==> src/rtl/i2c_write_sequencer_if.sv <==
// Signal bundle between host logic, the write sequencer and the I2C bit engine.
// master: the sequencer side; slave: the host/engine side that drives requests and responses.
interface i2c_write_sequencer_if;
    logic       req_valid;
    logic       req_ready;
    logic [6:0] req_dev_addr;
    logic [7:0] req_reg_addr;
    logic [7:0] req_data;

    logic       tx_valid;
    logic       tx_ready;
    logic [7:0] tx_byte;
    logic       tx_start;
    logic       tx_stop;
    logic       byte_done;
    logic       byte_nack;

    logic       busy;
    logic       done;
    logic       error;
    logic [1:0] retry_cnt;

    modport master (
        input  req_valid, req_dev_addr, req_reg_addr, req_data,
        output req_ready,
        output tx_valid, tx_byte, tx_start, tx_stop,
        input  tx_ready, byte_done, byte_nack,
        output busy, done, error, retry_cnt
    );

    modport slave (
        output req_valid, req_dev_addr, req_reg_addr, req_data,
        input  req_ready,
        input  tx_valid, tx_byte, tx_start, tx_stop,
        output tx_ready, byte_done, byte_nack,
        input  busy, done, error, retry_cnt
    );
endinterface

==> src/rtl/i2c_write_sequencer.sv <==
// Register-write transaction controller: issues addr+W / reg / data bytes to the I2C bit
// engine, checks each ACK slot and retries the whole transaction on NACK or timeout.
module i2c_write_sequencer #(
    parameter int unsigned MAX_RETRY   = 3,
    parameter int unsigned TIMEOUT_CYC = 100000,
    parameter int unsigned GAP_CYC     = 5000
) (
    input logic                   clk,
    input logic                   reset,
    i2c_write_sequencer_if.master bus
);

    localparam int unsigned CntMax    = (TIMEOUT_CYC > GAP_CYC) ? TIMEOUT_CYC : GAP_CYC;
    localparam int unsigned CntW      = (CntMax > 1) ? $clog2(CntMax) : 1;
    localparam int unsigned RetryBits = $clog2(MAX_RETRY + 1);
    localparam int unsigned RetryW    = (RetryBits > 2) ? RetryBits : 2;

    localparam logic [CntW-1:0]   TimeoutLast = CntW'((TIMEOUT_CYC > 0) ? TIMEOUT_CYC - 1 : 0);
    localparam logic [CntW-1:0]   GapLast     = CntW'((GAP_CYC > 0) ? GAP_CYC - 1 : 0);
    localparam logic [RetryW-1:0] RetryMax    = RetryW'(MAX_RETRY);
    localparam logic [RetryW-1:0] RetrySat    = RetryW'(3);

    typedef enum logic [3:0] {
        StIdle,
        StIssueAddr,
        StWaitAddr,
        StIssueReg,
        StWaitReg,
        StIssueData,
        StWaitData,
        StFail,
        StGap,
        StFinish
    } state_e;

    state_e            state_q, state_d;
    logic [CntW-1:0]   cnt_q, cnt_d;
    logic [RetryW-1:0] retry_q, retry_d;
    logic [6:0]        dev_q;
    logic [7:0]        reg_q;
    logic [7:0]        data_q;

    logic accept;
    logic byte_ok;
    logic byte_bad;
    logic can_retry;
    logic counting;

    assign accept    = (state_q == StIdle) && bus.req_valid;
    assign byte_ok   = bus.byte_done && !bus.byte_nack;
    // A real byte_done in the final timeout cycle takes priority over the timeout.
    assign byte_bad  = (bus.byte_done && bus.byte_nack) ||
                       (!bus.byte_done && (cnt_q == TimeoutLast));
    assign can_retry = (retry_q < RetryMax);

    always_ff @(posedge clk or negedge reset) begin
        if (!reset) begin
            state_q <= StIdle;
            cnt_q   <= '0;
            retry_q <= '0;
        end else begin
            state_q <= state_d;
            cnt_q   <= cnt_d;
            retry_q <= retry_d;
        end
    end

    always_ff @(posedge clk or negedge reset) begin
        if (!reset) begin
            dev_q  <= '0;
            reg_q  <= '0;
            data_q <= '0;
        end else if (accept) begin
            dev_q  <= bus.req_dev_addr;
            reg_q  <= bus.req_reg_addr;
            data_q <= bus.req_data;
        end
    end

    always_comb begin
        state_d  = state_q;
        retry_d  = retry_q;
        counting = 1'b0;
        unique case (state_q)
            StIdle: begin
                if (accept) begin
                    retry_d = '0;
                    state_d = StIssueAddr;
                end
            end
            StIssueAddr: if (bus.tx_ready) state_d = StWaitAddr;
            StWaitAddr: begin
                counting = 1'b1;
                if (byte_ok) state_d = StIssueReg;
                else if (byte_bad) state_d = StFail;
            end
            StIssueReg: if (bus.tx_ready) state_d = StWaitReg;
            StWaitReg: begin
                counting = 1'b1;
                if (byte_ok) state_d = StIssueData;
                else if (byte_bad) state_d = StFail;
            end
            StIssueData: if (bus.tx_ready) state_d = StWaitData;
            StWaitData: begin
                counting = 1'b1;
                if (byte_ok) state_d = StFinish;
                else if (byte_bad) state_d = StFail;
            end
            StFail: begin
                if (can_retry) begin
                    retry_d = retry_q + 1'b1;
                    state_d = StGap;
                end else begin
                    state_d = StIdle;
                end
            end
            StGap: begin
                counting = 1'b1;
                if (cnt_q == GapLast) state_d = StIssueAddr;
            end
            StFinish: state_d = StIdle;
            default:  state_d = StIdle;
        endcase
        // Counter runs only while parked in a wait/gap state, so it restarts at 0 on entry.
        cnt_d = (counting && (state_d == state_q)) ? cnt_q + 1'b1 : '0;
    end

    always_comb begin
        bus.req_ready = (state_q == StIdle);
        bus.tx_valid  = 1'b0;
        bus.tx_byte   = 8'h00;
        bus.tx_start  = 1'b0;
        bus.tx_stop   = 1'b0;
        unique case (state_q)
            StIssueAddr: begin
                bus.tx_valid = 1'b1;
                bus.tx_byte  = {dev_q, 1'b0};
                bus.tx_start = 1'b1;
            end
            StIssueReg: begin
                bus.tx_valid = 1'b1;
                bus.tx_byte  = reg_q;
            end
            StIssueData: begin
                bus.tx_valid = 1'b1;
                bus.tx_byte  = data_q;
                bus.tx_stop  = 1'b1;
            end
            default: ;
        endcase
        bus.busy      = (state_q != StIdle);
        bus.done      = (state_q == StFinish);
        bus.error     = (state_q == StFail) && !can_retry;
        bus.retry_cnt = (retry_q > RetrySat) ? 2'd3 : retry_q[1:0];
    end

endmodule

==> src/flat_wrapper.sv <==
// flat-port wrapper written by rule: the top's interface ports become plain ports
module i2c_write_sequencer_flat 
#(
    parameter int unsigned MAX_RETRY   = 3,
    parameter int unsigned TIMEOUT_CYC = 100000,
    parameter int unsigned GAP_CYC     = 5000
)
  (clk, reset, bus_req_valid, bus_req_dev_addr, bus_req_reg_addr, bus_req_data, bus_req_ready, bus_tx_valid, bus_tx_byte, bus_tx_start, bus_tx_stop, bus_tx_ready, bus_byte_done, bus_byte_nack, bus_busy, bus_done, bus_error, bus_retry_cnt);
  i2c_write_sequencer_if bus_i ();
  input logic clk;
  input logic reset;
  input wire logic [$bits(bus_i.req_valid)-1:0] bus_req_valid;
  input wire logic [$bits(bus_i.req_dev_addr)-1:0] bus_req_dev_addr;
  input wire logic [$bits(bus_i.req_reg_addr)-1:0] bus_req_reg_addr;
  input wire logic [$bits(bus_i.req_data)-1:0] bus_req_data;
  output wire logic [$bits(bus_i.req_ready)-1:0] bus_req_ready;
  output wire logic [$bits(bus_i.tx_valid)-1:0] bus_tx_valid;
  output wire logic [$bits(bus_i.tx_byte)-1:0] bus_tx_byte;
  output wire logic [$bits(bus_i.tx_start)-1:0] bus_tx_start;
  output wire logic [$bits(bus_i.tx_stop)-1:0] bus_tx_stop;
  input wire logic [$bits(bus_i.tx_ready)-1:0] bus_tx_ready;
  input wire logic [$bits(bus_i.byte_done)-1:0] bus_byte_done;
  input wire logic [$bits(bus_i.byte_nack)-1:0] bus_byte_nack;
  output wire logic [$bits(bus_i.busy)-1:0] bus_busy;
  output wire logic [$bits(bus_i.done)-1:0] bus_done;
  output wire logic [$bits(bus_i.error)-1:0] bus_error;
  output wire logic [$bits(bus_i.retry_cnt)-1:0] bus_retry_cnt;
  assign bus_i.req_valid = bus_req_valid;
  assign bus_i.req_dev_addr = bus_req_dev_addr;
  assign bus_i.req_reg_addr = bus_req_reg_addr;
  assign bus_i.req_data = bus_req_data;
  assign bus_req_ready = bus_i.req_ready;
  assign bus_tx_valid = bus_i.tx_valid;
  assign bus_tx_byte = bus_i.tx_byte;
  assign bus_tx_start = bus_i.tx_start;
  assign bus_tx_stop = bus_i.tx_stop;
  assign bus_i.tx_ready = bus_tx_ready;
  assign bus_i.byte_done = bus_byte_done;
  assign bus_i.byte_nack = bus_byte_nack;
  assign bus_busy = bus_i.busy;
  assign bus_done = bus_i.done;
  assign bus_error = bus_i.error;
  assign bus_retry_cnt = bus_i.retry_cnt;
  i2c_write_sequencer #(.MAX_RETRY(MAX_RETRY), .TIMEOUT_CYC(TIMEOUT_CYC), .GAP_CYC(GAP_CYC)) u_core (.clk(clk), .reset(reset), .bus(bus_i));
endmodule
==> config.mk <==
export PLATFORM = sky130hd
export DESIGN_NAME = i2c_write_sequencer_flat
export DESIGN_NICKNAME = d
export VERILOG_FILES = /design/src/rtl/i2c_write_sequencer_if.sv /design/src/rtl/i2c_write_sequencer.sv /design/src/flat_wrapper.sv
export SDC_FILE = /design/constraint.sdc
export NUM_CORES = 1
export LEC_CHECK = 0
export CORE_UTILIZATION = 56
export DETAILED_ROUTE_END_ITERATION = 10
export MAX_ROUTING_LAYER = met4
export PLACE_DENSITY = 0.95
export REMOVE_ABC_BUFFERS = 1
export SYNTH_ARGS = -nofsm -noshare
export SYNTH_HDL_FRONTEND = slang
export SYNTH_SLANG_ARGS = --single-unit
==> constraint.sdc <==
create_clock -name clk -period 3.55 [get_ports clk]
set_input_delay 0.355 -clock clk [delete_from_list [all_inputs] [get_ports clk]]
set_output_delay 0.355 -clock clk [all_outputs]
set_load 0.01 [all_outputs]
# After elaboration in Yosys (flattened, before gate mapping)
# Index checks and enable logic that the tools add are counted.
word_totals:
  regBits: 46
  in_bits: 29
  output_inout_bits: 17
  word_cells: 61
op_classes:
  n_addsub: 2
  magnitude_cmp: 2
  n_eq_ne: 14
  muxes: 21
  reduce_logical: 16
op_table:
  columns: ["operator", "count"]
  rows:
  - ["two-way mux 4 bit", 10]
  - ["one-hot mux 4 bit (9 select lines)", 1]
  - ["one-hot mux 8 bit (3 select lines)", 1]
  - ["adder 17 x 1 -> 17 bit, second input constant", 1]
  - ["equality test 17 x 13 -> 1 bit, second input constant", 1]
  - ["equality test 17 bit, second input constant", 1]
  - ["two-way mux 17 bit", 1]
  - ["equality test 4 x 3 -> 1 bit, second input constant", 4]
  - ["equality test 4 x 2 -> 1 bit, second input constant", 2]
  - ["equality test 4 bit, second input constant", 2]
  - ["logical AND 1 bit", 6]
  - ["two-way mux 2 bit", 3]
  - ["equality test 4 x 1 -> 1 bit, second input constant", 1]
  - ["equality test 4 bit", 1]
  - ["zero test 4 bit", 1]
  - ["two-way mux 1 bit", 4]
  - ["!= test 2 x 1 -> 1 bit, second input constant", 2]
  - ["one-hot mux 2 bit (2 select lines)", 1]
  - ["nonzero test 4 bit", 1]
  - ["OR reduction 4 bit", 1]
  - ["zero test 1 bit", 3]
  - ["AND reduction 3 bit", 1]
  - ["OR reduction 3 bit", 1]
  - ["adder 2 x 1 -> 2 bit, second input constant", 1]
  - ["other kinds (4)", 4]

# Longest topological paths before layout
depth:
  ltp_word: 9
  depth_mapped: 8
  mapped_depth_nobuf: 6

# Worst setup path before layout
# Ideal clock, no wire load.
synth_path:
  kind: "flip-flop to flip-flop"
  from: "register u_core.cnt_q[5]"
  to: "register u_core.cnt_q[11]"
  setup_ns: 0.116
  arrival_ns: 1.843
  t_required_ns: 3.434
  slack_ns: 1.591
  path_stages_with_launch: 8
  n_path_buf: 2
  period_less_slack_ns: 1.959
  cell_sequence: "dfrtp_1 buf_6 nor4b_4 nand2_1 or4_4 a41oi_4 buf_8 nor2_1"
synth_via:
  elab_chain_cells: 9
  elab_cells_between_ends: 14
  cone_classes: "add/sub (1); eq/ne (3); mux (7); reduce/logical (3)"
synth_lines:
  columns: ["element", "line", "text"]
  rows:
  - ["start, declared", "i2c_write_sequencer.sv:37", "logic [CntW-1:0] cnt_q, cnt_d;"]
  - ["start signal, assigned", "i2c_write_sequencer.sv:63", "cnt_q <= cnt_d;"]
  - ["equality test 17 bit", "i2c_write_sequencer.sv:53", "(!bus.byte_done && (cnt_q == TimeoutLast));"]
  - ["logical AND 1 bit", "i2c_write_sequencer.sv:53", null]
  - ["logical OR 1 bit", "i2c_write_sequencer.sv:52", "assign byte_bad = (bus.byte_done && bus.byte_nack) ||"]
  - ["two-way mux 4 bit", "i2c_write_sequencer.sv:95, i2c_write_sequencer.sv:101, i2c_write_sequencer.sv:107", null]
  - ["two-way mux 4 bit (on tied branches)", "i2c_write_sequencer.sv:106, i2c_write_sequencer.sv:94, i2c_write_sequencer.sv:100", null]
  - ["one-hot mux 4 bit (9 select lines)", "i2c_write_sequencer.sv:84", "unique case (state_q)"]
  - ["equality test 4 bit", "i2c_write_sequencer.sv:125", "cnt_d = (counting && (state_d == state_q)) ? cnt_q + 1'b1 : '0;"]
  - ["logical AND 1 bit", "i2c_write_sequencer.sv:125", null]
  - ["two-way mux 17 bit (*)", "i2c_write_sequencer.sv:125", null]
  - ["net u_core.cnt_d[11]", "i2c_write_sequencer.sv:37", null]
# The timed path passes the listed nets; every way through them passes the cells marked *.
# A chain may end at the register's enable or synchronous reset.

# Worst setup path after layout
layout_path:
  from: "register u_core.state_q[1]"
  to: "output bus_tx_byte[0]"
layout_via:
  elab_chain_cells: 2
  elab_cells_between_ends: 4
  cone_classes: "eq/ne (3); mux (1)"
layout_lines:
  columns: ["element", "line", "text"]
  rows:
  - ["start, declared", "i2c_write_sequencer.sv:36", "state_e state_q, state_d;"]
  - ["start signal, assigned", "i2c_write_sequencer.sv:58", "state_q <= StIdle;"]
  - ["start signal, assigned", "i2c_write_sequencer.sv:62", "state_q <= state_d;"]
  - ["equality test 4 x 3 -> 1 bit (tied with other cells)", "i2c_write_sequencer.sv:134", "unique case (state_q)"]
  - ["one-hot mux 8 bit (3 select lines) (*)", "i2c_write_sequencer.sv:134", null]
  - ["end, declared", "flat_wrapper.sv:18", "output wire logic [$bits(bus_i.tx_byte)-1:0] bus_tx_byte;"]
# Mark *: on every way between the ends. The rest lies on a longest branch, timed or not.

==> run metrics <==
top-area cell type share of the netlist area 45.61%; Synth Flop Type dfrtp_1; Avg Inst Size Synth 8.584 sq um; area of the multi-input gates 0.001262 sq mm; RSZ-0062 raised after global routing false; total congestion overflow 0; initial antenna violation count 0; logic gate share of total power 43.8%; Post-CTS Setup Bufs 0; Worst Tran Pin Value 1.012 ns; Layout area overhead 21.37%; register area share after synthesis 45.61%; sequential share of power 38.6%; Distinct cells, synth 45; clk_skew 0.01331 ns; Vias/cell 5.833; max_slew headroom 32.53%; final non-filler cell total 384; Async SR Flop Fraction 100.0%; Diodes inserted 0; post-route ant nets 0; post-synthesis mux area share 4.016%; Synth Area in Compound Gates 6.693%; switching pwr 0.8678 mW; Power Density 709.4 mW/mm^2; post-route clock period utilization 79.85%; Clock Path Buffers 2; Max-Cap Viols 0; worst skew pair latency 0.30 ns; H-tree level count 2; crit path DAT 2.48 ns; Post-synth EDFFs 0; Num Clock Sinks 46; total core area 0.004354 sq mm; All-Layer GR Usage 26.19%; mapped cell area 0.002524 sq mm; CTS Hold Bufs 0; DRC viols 0; # nets final 362; final worst slack 0.7152 ns; Final Setup Violations 0; Clock Power Share 17.6%; post-synth top area cell dfrtp_1; Syn. warnings 0; initial core utilization 57.96%; chip width 69.13 um; Initial DRC Count 291; global-route wire length before repair 9936 um; FF/Latch Area 0.001151 sq mm; crit-path max FO 19; largest net degree at the start of global routing 47; run status complete, no violations; router iterations before antenna repair 4; # resized after CTS 0; largest family of logic cells by synthesized area simple AND/OR/NAND/NOR gates; die area 0.004779 sq mm; Yosys reg bits 46; Hold Slack 0.2199 ns; Total Wirelength 5752 um; crit path from u_core.state_q[1]; post-DR wirelength/cell 14.98 um; Placer Congestion 0.8993; Num CTS Buffers 5; setup_tns 0 ns; Commonest cells post-synth nand2_1 (91), dfrtp_1 (46), nor2_1 (33); Root Buffer clkbuf_8; Hold Path Class in2async; Synth Area in Simple Gates 33.12%; HPWL Detailed 4008 um; layout cell share with drive strength beyond 1 6.325%; leading post-synthesis cells by cell area dfrtp_1 (46%), nand2_1 (14%), nor2_1 (4.9%); vias in the first global route 2273; count leader, synth nand2_1; worst reg2reg path depth 5; fillers 315; startpoint types flip-flop; Critical Path RT 3.19 ns; worst r2r src u_core.state_q[2]; Setup WS pre-CTS 1.087 ns; cell count after synthesis 294; Fmax 0.3528 GHz; number of buffers added on ports 45; Peak VDD IR 0.4025 mV; Reg clk slew, reported paths 0.09 ns; Internal Power 1.305 mW; detailed-route via count 2240; xor/xnor cell area share of the yosys netlist 5.206%; Top Ports 46; Setup crit end kind primary output; CTS tree yes; # placed instances 376; final hold violation count 0; Tmin final 2.835 ns; Slew Viols, Final 0; Die Ht 69.13 um; Post-Synth Adder-Cell Area 0.9916%; std cell rows 24; leakage power 1.369 nW; Sw Share 39.94%; Worst Path Class, Setup reg2out
-- stage by stage --
stage	cell area, sq um	utilization, %	power (mW)
finish	3063	70.34	2.173
global route	3063	70.34	2.310
CTS	3063	70.34	2.171
detailed placement	2954	67.84	1.782
global placement	2954	67.84	1.746
floorplan	2436	-	1.403
-- layout make-up --
type / instances / area share [%]
clock buffer: 5 / 2.247
clock inverter: 3 / 1.307
inverter: 6 / 0.7353
multi-input combinational: 226 / 41.22
sequential: 46 / 37.58
tap: 52 / 2.124
timing repair buffer: 46 / 14.79
-- logic make-up after synthesis --
group,Yosys count
AO/OA/AOI/OAI,22
XOR/XNOR,15
adder cells (fa/ha/maj),2
buffers and inverters,22
flip-flops,46
multiplexers,10
AND/OR/NAND/NOR,177
-- power by group through the flow --
| stage | Combinational [mW] | Sequential (mW) | Clock [mW] |
|---|---|---|---|
| 2_1_floorplan | 0.600 | 0.803 | 0 |
| 3_3_place_gp | 0.913 | 0.833 | 0 |
| 3_5_place_dp | 0.939 | 0.843 | 0 |
| 4_1_cts | 0.952 | 0.835 | 0.384 |
| 5_1_grt | 1.05 | 0.858 | 0.403 |
| 6_report | 0.952 | 0.838 | 0.382 |
-- layer usage --
metal | vias up | part of all wire (%) | global-route usage (%)
met3 | 14 | 6.0 | 3.509
met4 | 0 | 2.2 | 11.11
met5 | - | 0 | -
li1 | 1053 | - | -
met1 | 1076 | 43 | 32.94
met2 | 97 | 49 | 42.61
-- worst paths after layout --
| check | to | slack, ns |
|---|---|---|
| worst min register to register | u_core.dev_q[1] | 0.48 |
| min in group clk | u_core.dev_q[1] | 0.48 |
| max in group asynchronous | u_core.dev_q[0] | 2.70 |
| worst min-delay path | u_core.cnt_q[14] | 0.22 |
| worst max-delay path | bus_tx_byte[0] | 0.72 |
| worst max register to register | u_core.cnt_q[0] | 1.05 |
-- layout by cell type, fill, tap and decap left out, drive strengths merged, types with 2 or more instances in the layout --
master / n
clkdlybuf4s50: 44
clkbuf: 5
clkinv: 2
nor2b: 3
nand4: 7
nand4b: 2
buf: 2
xor2: 6
nor3b: 4
dfrtp: 46
nand2b: 2
mux2i: 9
a21oi: 9
nor2: 38
o21ai: 2
nor4b: 3
nand3: 6
nor4: 2
a41oi: 2
and3: 4
ha: 2
xnor2: 9
nor4bb: 2
inv: 6
nor3: 7
nand2: 91
-- sequential cells by signal, summed over array words and instances (netlist names) --
name,count
u_core.reg_q,8
u_core.data_q,8
u_core.state_q,4
u_core.cnt_q,17
u_core.retry_q,2
u_core.dev_q,7
-- worst max-delay path, cell delays in order (launching register included) --
cell and delay, ns:
dfrtp_1 0.72, nor2b_1 0.60, a22oi_1 0.19, nor2_1 0.12, clkdlybuf4s50_1 0.55
No activity file was read; power rests on OpenSTA's default activity.
